--- src/rtl/uart_tx_arbiter_if.sv ---
// Requester/transmitter-side signal bundle for uart_tx_arbiter.
// master = arbiter side, slave = requesters plus transmitter side.
interface uart_tx_arbiter_if #(
   parameter int DATA_BITS = 32,
   parameter int N_REQ     = 4,
   parameter int ID_W      = 2
);
   logic [N_REQ-1:0]           i_req;
   logic [N_REQ*DATA_BITS-1:0] i_req_data;
   logic [N_REQ-1:0]           o_ack;
   logic                       o_tx_start;
   logic [DATA_BITS-1:0]       o_tx_data;
   logic                       i_tx_done;
   logic [ID_W-1:0]            o_grant_id;
   logic                       o_busy;
   logic                       o_err;

   modport master (
      input  i_req, i_req_data, i_tx_done,
      output o_ack, o_tx_start, o_tx_data, o_grant_id, o_busy, o_err
   );

   modport slave (
      output i_req, i_req_data, i_tx_done,
      input  o_ack, o_tx_start, o_tx_data, o_grant_id, o_busy, o_err
   );
endinterface

--- src/rtl/uart_tx_arbiter.sv ---
// Round-robin arbiter sharing one UART transmitter among N_REQ word-wide requesters.
// Define UART_TX_ARB_TAG_EN to send a tag word (MSB set, grant id in the LSBs) before each data word.
module uart_tx_arbiter #(
   parameter int DATA_BITS = 32,
   parameter int N_REQ     = 4,
   parameter int ID_W      = 2,
   parameter int TIMEOUT   = 1024
) (
   input logic               i_clk,
   input logic               i_reset_n,
   uart_tx_arbiter_if.master bus
);

   localparam int               CNT_W    = (TIMEOUT > 1) ? $clog2(TIMEOUT) : 1;
   localparam logic [CNT_W-1:0] CNT_LAST = CNT_W'(TIMEOUT - 1);

   localparam logic [2:0] S_IDLE          = 3'd0;
   localparam logic [2:0] S_START         = 3'd1;
   localparam logic [2:0] S_WAIT_BUSY     = 3'd2;
   localparam logic [2:0] S_WAIT_DONE     = 3'd3;
   localparam logic [2:0] S_ACK           = 3'd4;
`ifdef UART_TX_ARB_TAG_EN
   localparam logic [2:0] S_START_TAG     = 3'd5;
   localparam logic [2:0] S_WAIT_BUSY_TAG = 3'd6;
   localparam logic [2:0] S_WAIT_DONE_TAG = 3'd7;
`endif

   logic [2:0]           state, state_nx;
   logic [CNT_W-1:0]     cnt;
   logic                 cnt_last;
   logic                 timeout;
   logic [ID_W-1:0]      ptr;
   logic [ID_W-1:0]      pick;
   logic                 found;
   logic [DATA_BITS-1:0] pick_word;
`ifdef UART_TX_ARB_TAG_EN
   logic [DATA_BITS-1:0] tag_word;
   logic [DATA_BITS-1:0] data_hold;
`endif

   assign cnt_last = (cnt == CNT_LAST);

   // Round-robin search: first set request strictly after the last served index, wrapping.
   always_comb begin
      int cand;
      // NOTE: every always_comb output gets a default before any branch so no latch is inferred.
      found     = 1'b0;
      pick      = ptr;
      pick_word = '0;
      cand      = 0;
      for (int i = 1; i <= N_REQ; i++) begin
         cand = (int'(ptr) + i) % N_REQ;
         if (!found && bus.i_req[ID_W'(cand)]) begin
            found = 1'b1;
            pick  = ID_W'(cand);
         end
      end
      for (int k = 0; k < N_REQ; k++) begin
         if (pick == ID_W'(k)) pick_word = bus.i_req_data[k*DATA_BITS +: DATA_BITS];
      end
`ifdef UART_TX_ARB_TAG_EN
      tag_word                = '0;
      tag_word[DATA_BITS-1]   = 1'b1;
      tag_word[ID_W-1:0]      = pick;
`endif
   end

   always_comb begin
      state_nx = state;
      timeout  = 1'b0;
      case (state)
         S_IDLE: begin
`ifdef UART_TX_ARB_TAG_EN
            if (found) state_nx = S_START_TAG;
`else
            if (found) state_nx = S_START;
`endif
         end
         S_START: state_nx = S_WAIT_BUSY;
         S_WAIT_BUSY: begin
            if (!bus.i_tx_done)  state_nx = S_WAIT_DONE;
            else if (cnt_last) begin
               state_nx = S_ACK;
               timeout  = 1'b1;
            end
         end
         S_WAIT_DONE: begin
            if (bus.i_tx_done)   state_nx = S_ACK;
            else if (cnt_last) begin
               state_nx = S_ACK;
               timeout  = 1'b1;
            end
         end
         S_ACK: state_nx = S_IDLE;
`ifdef UART_TX_ARB_TAG_EN
         S_START_TAG: state_nx = S_WAIT_BUSY_TAG;
         S_WAIT_BUSY_TAG: begin
            if (!bus.i_tx_done)  state_nx = S_WAIT_DONE_TAG;
            else if (cnt_last) begin
               state_nx = S_ACK;
               timeout  = 1'b1;
            end
         end
         S_WAIT_DONE_TAG: begin
            if (bus.i_tx_done)   state_nx = S_START;
            else if (cnt_last) begin
               state_nx = S_ACK;
               timeout  = 1'b1;
            end
         end
`endif
         default: state_nx = S_IDLE;
      endcase
   end

   // Outputs are registered from the next state so each pulse lines up with its state's cycle.
   always_ff @(posedge i_clk or negedge i_reset_n) begin
      if (!i_reset_n) begin
         state          <= S_IDLE;
         cnt            <= '0;
         ptr            <= ID_W'(N_REQ - 1);
         bus.o_ack      <= '0;
         bus.o_tx_start <= 1'b0;
         bus.o_tx_data  <= '0;
         bus.o_grant_id <= '0;
         bus.o_busy     <= 1'b0;
         bus.o_err      <= 1'b0;
`ifdef UART_TX_ARB_TAG_EN
         data_hold      <= '0;
`endif
      end else begin
         // NOTE: non-blocking assignments so every register samples pre-edge values.
         state      <= state_nx;
         cnt        <= (state_nx == state && state != S_IDLE) ? cnt + 1'b1 : '0;
         bus.o_busy <= (state_nx != S_IDLE);
         bus.o_ack  <= (state_nx == S_ACK) ? (N_REQ'(1) << bus.o_grant_id) : '0;
`ifdef UART_TX_ARB_TAG_EN
         bus.o_tx_start <= (state_nx == S_START) || (state_nx == S_START_TAG);
`else
         bus.o_tx_start <= (state_nx == S_START);
`endif
         if (timeout) bus.o_err <= 1'b1;
         if (state == S_ACK) ptr <= bus.o_grant_id;
         if (state == S_IDLE && found) begin
            bus.o_grant_id <= pick;
`ifdef UART_TX_ARB_TAG_EN
            bus.o_tx_data  <= tag_word;
            data_hold      <= pick_word;
`else
            bus.o_tx_data  <= pick_word;
`endif
         end
`ifdef UART_TX_ARB_TAG_EN
         if (state == S_WAIT_DONE_TAG && state_nx == S_START) bus.o_tx_data <= data_hold;
`endif
      end
   end

endmodule

--- src/flat_wrapper.sv ---
// flat-port wrapper written by rule: the top's interface ports become plain ports
module uart_tx_arbiter_flat 
#(
   parameter int DATA_BITS = 32,
   parameter int N_REQ     = 4,
   parameter int ID_W      = 2,
   parameter int TIMEOUT   = 1024
)
  (i_clk, i_reset_n, bus_i_req, bus_i_req_data, bus_i_tx_done, bus_o_ack, bus_o_tx_start, bus_o_tx_data, bus_o_grant_id, bus_o_busy, bus_o_err);
  uart_tx_arbiter_if #(.DATA_BITS(DATA_BITS), .N_REQ(N_REQ), .ID_W(ID_W)) bus_i ();
  input logic i_clk;
  input logic i_reset_n;
  input wire logic [$bits(bus_i.i_req)-1:0] bus_i_req;
  input wire logic [$bits(bus_i.i_req_data)-1:0] bus_i_req_data;
  input wire logic [$bits(bus_i.i_tx_done)-1:0] bus_i_tx_done;
  output wire logic [$bits(bus_i.o_ack)-1:0] bus_o_ack;
  output wire logic [$bits(bus_i.o_tx_start)-1:0] bus_o_tx_start;
  output wire logic [$bits(bus_i.o_tx_data)-1:0] bus_o_tx_data;
  output wire logic [$bits(bus_i.o_grant_id)-1:0] bus_o_grant_id;
  output wire logic [$bits(bus_i.o_busy)-1:0] bus_o_busy;
  output wire logic [$bits(bus_i.o_err)-1:0] bus_o_err;
  assign bus_i.i_req = bus_i_req;
  assign bus_i.i_req_data = bus_i_req_data;
  assign bus_i.i_tx_done = bus_i_tx_done;
  assign bus_o_ack = bus_i.o_ack;
  assign bus_o_tx_start = bus_i.o_tx_start;
  assign bus_o_tx_data = bus_i.o_tx_data;
  assign bus_o_grant_id = bus_i.o_grant_id;
  assign bus_o_busy = bus_i.o_busy;
  assign bus_o_err = bus_i.o_err;
  uart_tx_arbiter #(.DATA_BITS(DATA_BITS), .N_REQ(N_REQ), .ID_W(ID_W), .TIMEOUT(TIMEOUT)) u_core (.i_clk(i_clk), .i_reset_n(i_reset_n), .bus(bus_i));
endmodule
--- config.mk ---
export PLATFORM = sky130hd
export DESIGN_NAME = uart_tx_arbiter_flat
export DESIGN_NICKNAME = d
export VERILOG_FILES = /design/src/rtl/uart_tx_arbiter_if.sv /design/src/rtl/uart_tx_arbiter.sv /design/src/flat_wrapper.sv
export SDC_FILE = /design/constraint.sdc
export NUM_CORES = 1
export LEC_CHECK = 0
export CORE_AREA = 2 2 95 97
export DETAILED_ROUTE_END_ITERATION = 16
export DIE_AREA = 0 0 97 99
export GPL_TIMING_DRIVEN = 0
export HOLD_SLACK_MARGIN = 0.15
export PLACE_DENSITY = 0.8
export SETUP_SLACK_MARGIN = 0.1
export SLEW_MARGIN = 20
export SYNTH_ARGS = -nofsm -noshare
export SYNTH_HDL_FRONTEND = slang
export SYNTH_SLANG_ARGS = --single-unit
--- constraint.sdc ---
create_clock -name i_clk -period 2.2 [get_ports i_clk]
set_input_delay 0.55 -clock i_clk [delete_from_list [all_inputs] [get_ports i_clk]]
set_output_delay 0.55 -clock i_clk [all_outputs]
set_load 0.05 [all_outputs]
==> impl_metrics.tcl <==
set metrics [dict create \
    dp.cells 607 \
    multi_input_area_um2 1780 \
    grt_pass1_vias 3572 \
    vias 3384 \
    cts_buffers 5 \
    fin_crit_sh 0.941 \
    p_total_mw 7.22 \
    grt_max_degree 57 \
    ys_types 48 \
    netlist_top_cells_count "dfrtp_1 (54), nand2_1 (37), o22ai_1 (32), o31ai_1 (32), and2_1 (31)" \
    yosysMostFrequentCell "dfrtp_1" \
    setup.worst_path.start "u_core.bus.o_tx_data[18]" \
    die_area_um2 9600 \
    cp-end-kind "output pin" \
    syn-num-nets 460 \
    row_count 34 \
    status "complete, no violations" \
    max_stage_delay_ns 0.85 \
    timing.hold.ws_ns 0.264 \
    synth_area_leaders "dfrtp_1 (41%), a221oi_2 (14%), o31ai_1 (7.2%), o22ai_1 (6.0%), and2_1 (5.8%)" \
    setup_tns_ns 0 \
    antenna_left 0 \
    hpwl_um 8200 \
    synth_seq_cells 56 \
    first_pass_iters 4 \
    critPathSlowestCell "clkdlybuf4s50_1" \
    drv_cap 0 \
    overflow 0 \
    critPathTopFamily "buffers and inverters" \
    max_slew_margin 0.514 \
    cts.htree.levels 2 \
    ios 176 \
    grtUsageTotal 0.230 \
    antenna_found_initial 0 \
    power.leakage_nw 2.26 \
    synth_edf_count 0 \
    crit_type "flip-flop to output pin" \
    syn_inst 324 \
    post-route-util 0.641 \
    dr.max_layer_used "met4" \
    r2r_cells 6 \
    avgViaCountPerCell 5.45 \
    clk_path_buf_depth 2 \
    grt_pass1_wl_um 17800 \
    route.met2.wl_um 5620 \
    gp_congestion 0.777 \
    drive_gt1_frac 0.172 \
    synth_top_cell_area_share 0.406 \
    fp.dieW_um 97 \
    fin_nets 648 \
    cts_tree "built" \
    clk_pin_slew_ns 0.11 \
    insertion_delay_ns 0.32 \
    syn2layout_area_growth_pct 64.6 \
    r2r-start "u_core.ptr[0]" \
    skew_ns 0.00946 \
    min_period_ns 2.07 \
    wl_met1_um 4260 \
    hold_buffers 0 \
    cts-root-buf "clkbuf_8" \
    netlist_area_um2 3330 \
    synthArstFlopShare 1.00 \
    layout.cells.non_filler 621 \
    portBuffers 175 \
    first_iter_violations 82 \
    regArea_um2 1400 \
    timing.fmax_mhz 483 \
    setup_violations 0 \
    synth-main-ff-cell "dfrtp_1" \
    hp-class "input port to asynchronous set/reset pin" \
    r2r_slack_ns 0.20 \
    start_util 0.389 \
    totalWireLength_um 11100 \
    path_cells "clkdlybuf4s50_1" \
    cp_max_fo 2 \
    cp.required_ns 1.65 \
    irDropWorstVdd_mv 0.646 \
    worstPathArrival_ns 1.52 \
    cts.sinks 56 \
    avgSynthCellArea_um2 10.3 \
    antennaDiodeCount 0 \
    die_y_um 99 \
    cp-start-kind "flip-flop" \
    fill_cells 708 \
    path_depth 1 \
    drv_slew 0 \
    r2r-end "u_core.bus.o_tx_data[14]" \
    p_per_area_nw_per_um2 1320 \
    synth_seq_area_share 0.422 \
    worst-slew-pin-transition_ns 0.729 \
    rsz0062_at_grt "no" \
    crit_buf_inv 1 \
    met3WireLength_um 923 \
    synth_warnings 0 \
    drc 0 \
    coreArea_um2 8550 \
    finalHoldViolCount 0 \
    drt-wirelength-per-cell_um 17.8 \
    yosys.area.top_type "dfrtp_1" \
]
placed cells by master (no fill, tap or decap), types with 3 or more instances in the layout:
master / netlist / final
a221oi_2: 30 / 30
and2_1: 31 / 31
and3_1: 3 / 3
buf_2: 6 / 3
buf_4: 6 / 13
buf_6: 4 / 9
clkbuf_1: 11 / 4
clkbuf_2: 0 / 3
clkbuf_8: 0 / 5
clkdlybuf4s50_1: 0 / 163
dfrtp_1: 54 / 54
dlygate4sd2_1: 0 / 4
dlymetal6s2s_1: 0 / 7
inv_1: 4 / 4
mux2_2: 4 / 4
nand2_1: 37 / 37
nand2b_1: 3 / 3
nand3_1: 5 / 5
nor2_1: 16 / 14
o22ai_1: 32 / 32
o31ai_1: 32 / 32
xnor2_1: 4 / 4
xor2_1: 5 / 5
kinds of logic (layout without fill, tap and decap cells):
kind of cell | Yosys count | count (layout) | synth area share
compound gates | 111 | 111 | 0.309
buf+inv | 32 | 221 | 0.0541
fa+ha+maj | 2 | 2 | 0.00676
simple gates | 110 | 110 | 0.171
xor+xnor | 9 | 9 | 0.0237
flops | 56 | 56 | 0.422
mux | 4 | 4 | 0.0135
timing repair:
| action | 4_1_cts | 5_1_grt |
|---|---|---|
| setup endpoints to repair | 35 | 40 |
| gates resized for setup | 22 | 23 |
| pin swaps | 2 | 1 |
| cloned | 1 | 0 |
| setup buffers | 4 | 2 |
power breakdown:
| part | internal [mW] | total (mW) | switching, mW |
|---|---|---|---|
| logic | 1.98 | 4.90 | 2.92 |
| clock network | 0.233 | 0.604 | 0.371 |
| registers | 1.44 | 1.72 | 0.283 |
worst max path at each step:
stage                                     to  slack [ns]
global placement     u_core.bus.o_tx_data[6]       -1.13
CTS                 u_core.bus.o_tx_data[28]         0.1
finish                     bus_o_tx_data[18]        0.13
detailed placement  u_core.bus.o_tx_data[27]       -0.44
global route               bus_o_tx_data[18]        0.09
floorplan           u_core.bus.o_tx_data[11]        0.42
layer usage:
metal  global-route usage  vias up
li1                     -     1607
met2                0.410      157
met4               0.0715        0
met1                0.266     1599
met5                    0        -
met3               0.0702       21
state kept, by name, summed over array words and instances, names as in the netlist:
signal / flops
u_core.cnt: 10
u_core.state: 3
u_core.bus.o_grant_id: 2
u_core.bus.o_tx_data: 32
u_core.bus.o_err: 1
u_core.bus.o_tx_start: 1
u_core.bus.o_ack: 4
u_core.ptr: 2
u_core.bus.o_busy: 1
through the flow:
stage               area [µm²]  worst slack [ns]
finish                    5480             0.129
detailed placement        5210            -0.444
global route              5480            0.0894
CTS                       5410            0.0987
global placement          5220             -1.13
floorplan                 3330             0.419
cell type report:
class	count	area share
Buffer	27	0.0390
Inverter	4	0.00274
Multi-Input combinational cell	236	0.325
Tap cell	108	0.0247
Sequential cell	56	0.256
Timing Repair Buffer	182	0.336
Clock inverter	3	0.00457
Clock buffer	5	0.0126
Power figures use the tool's default switching activity.
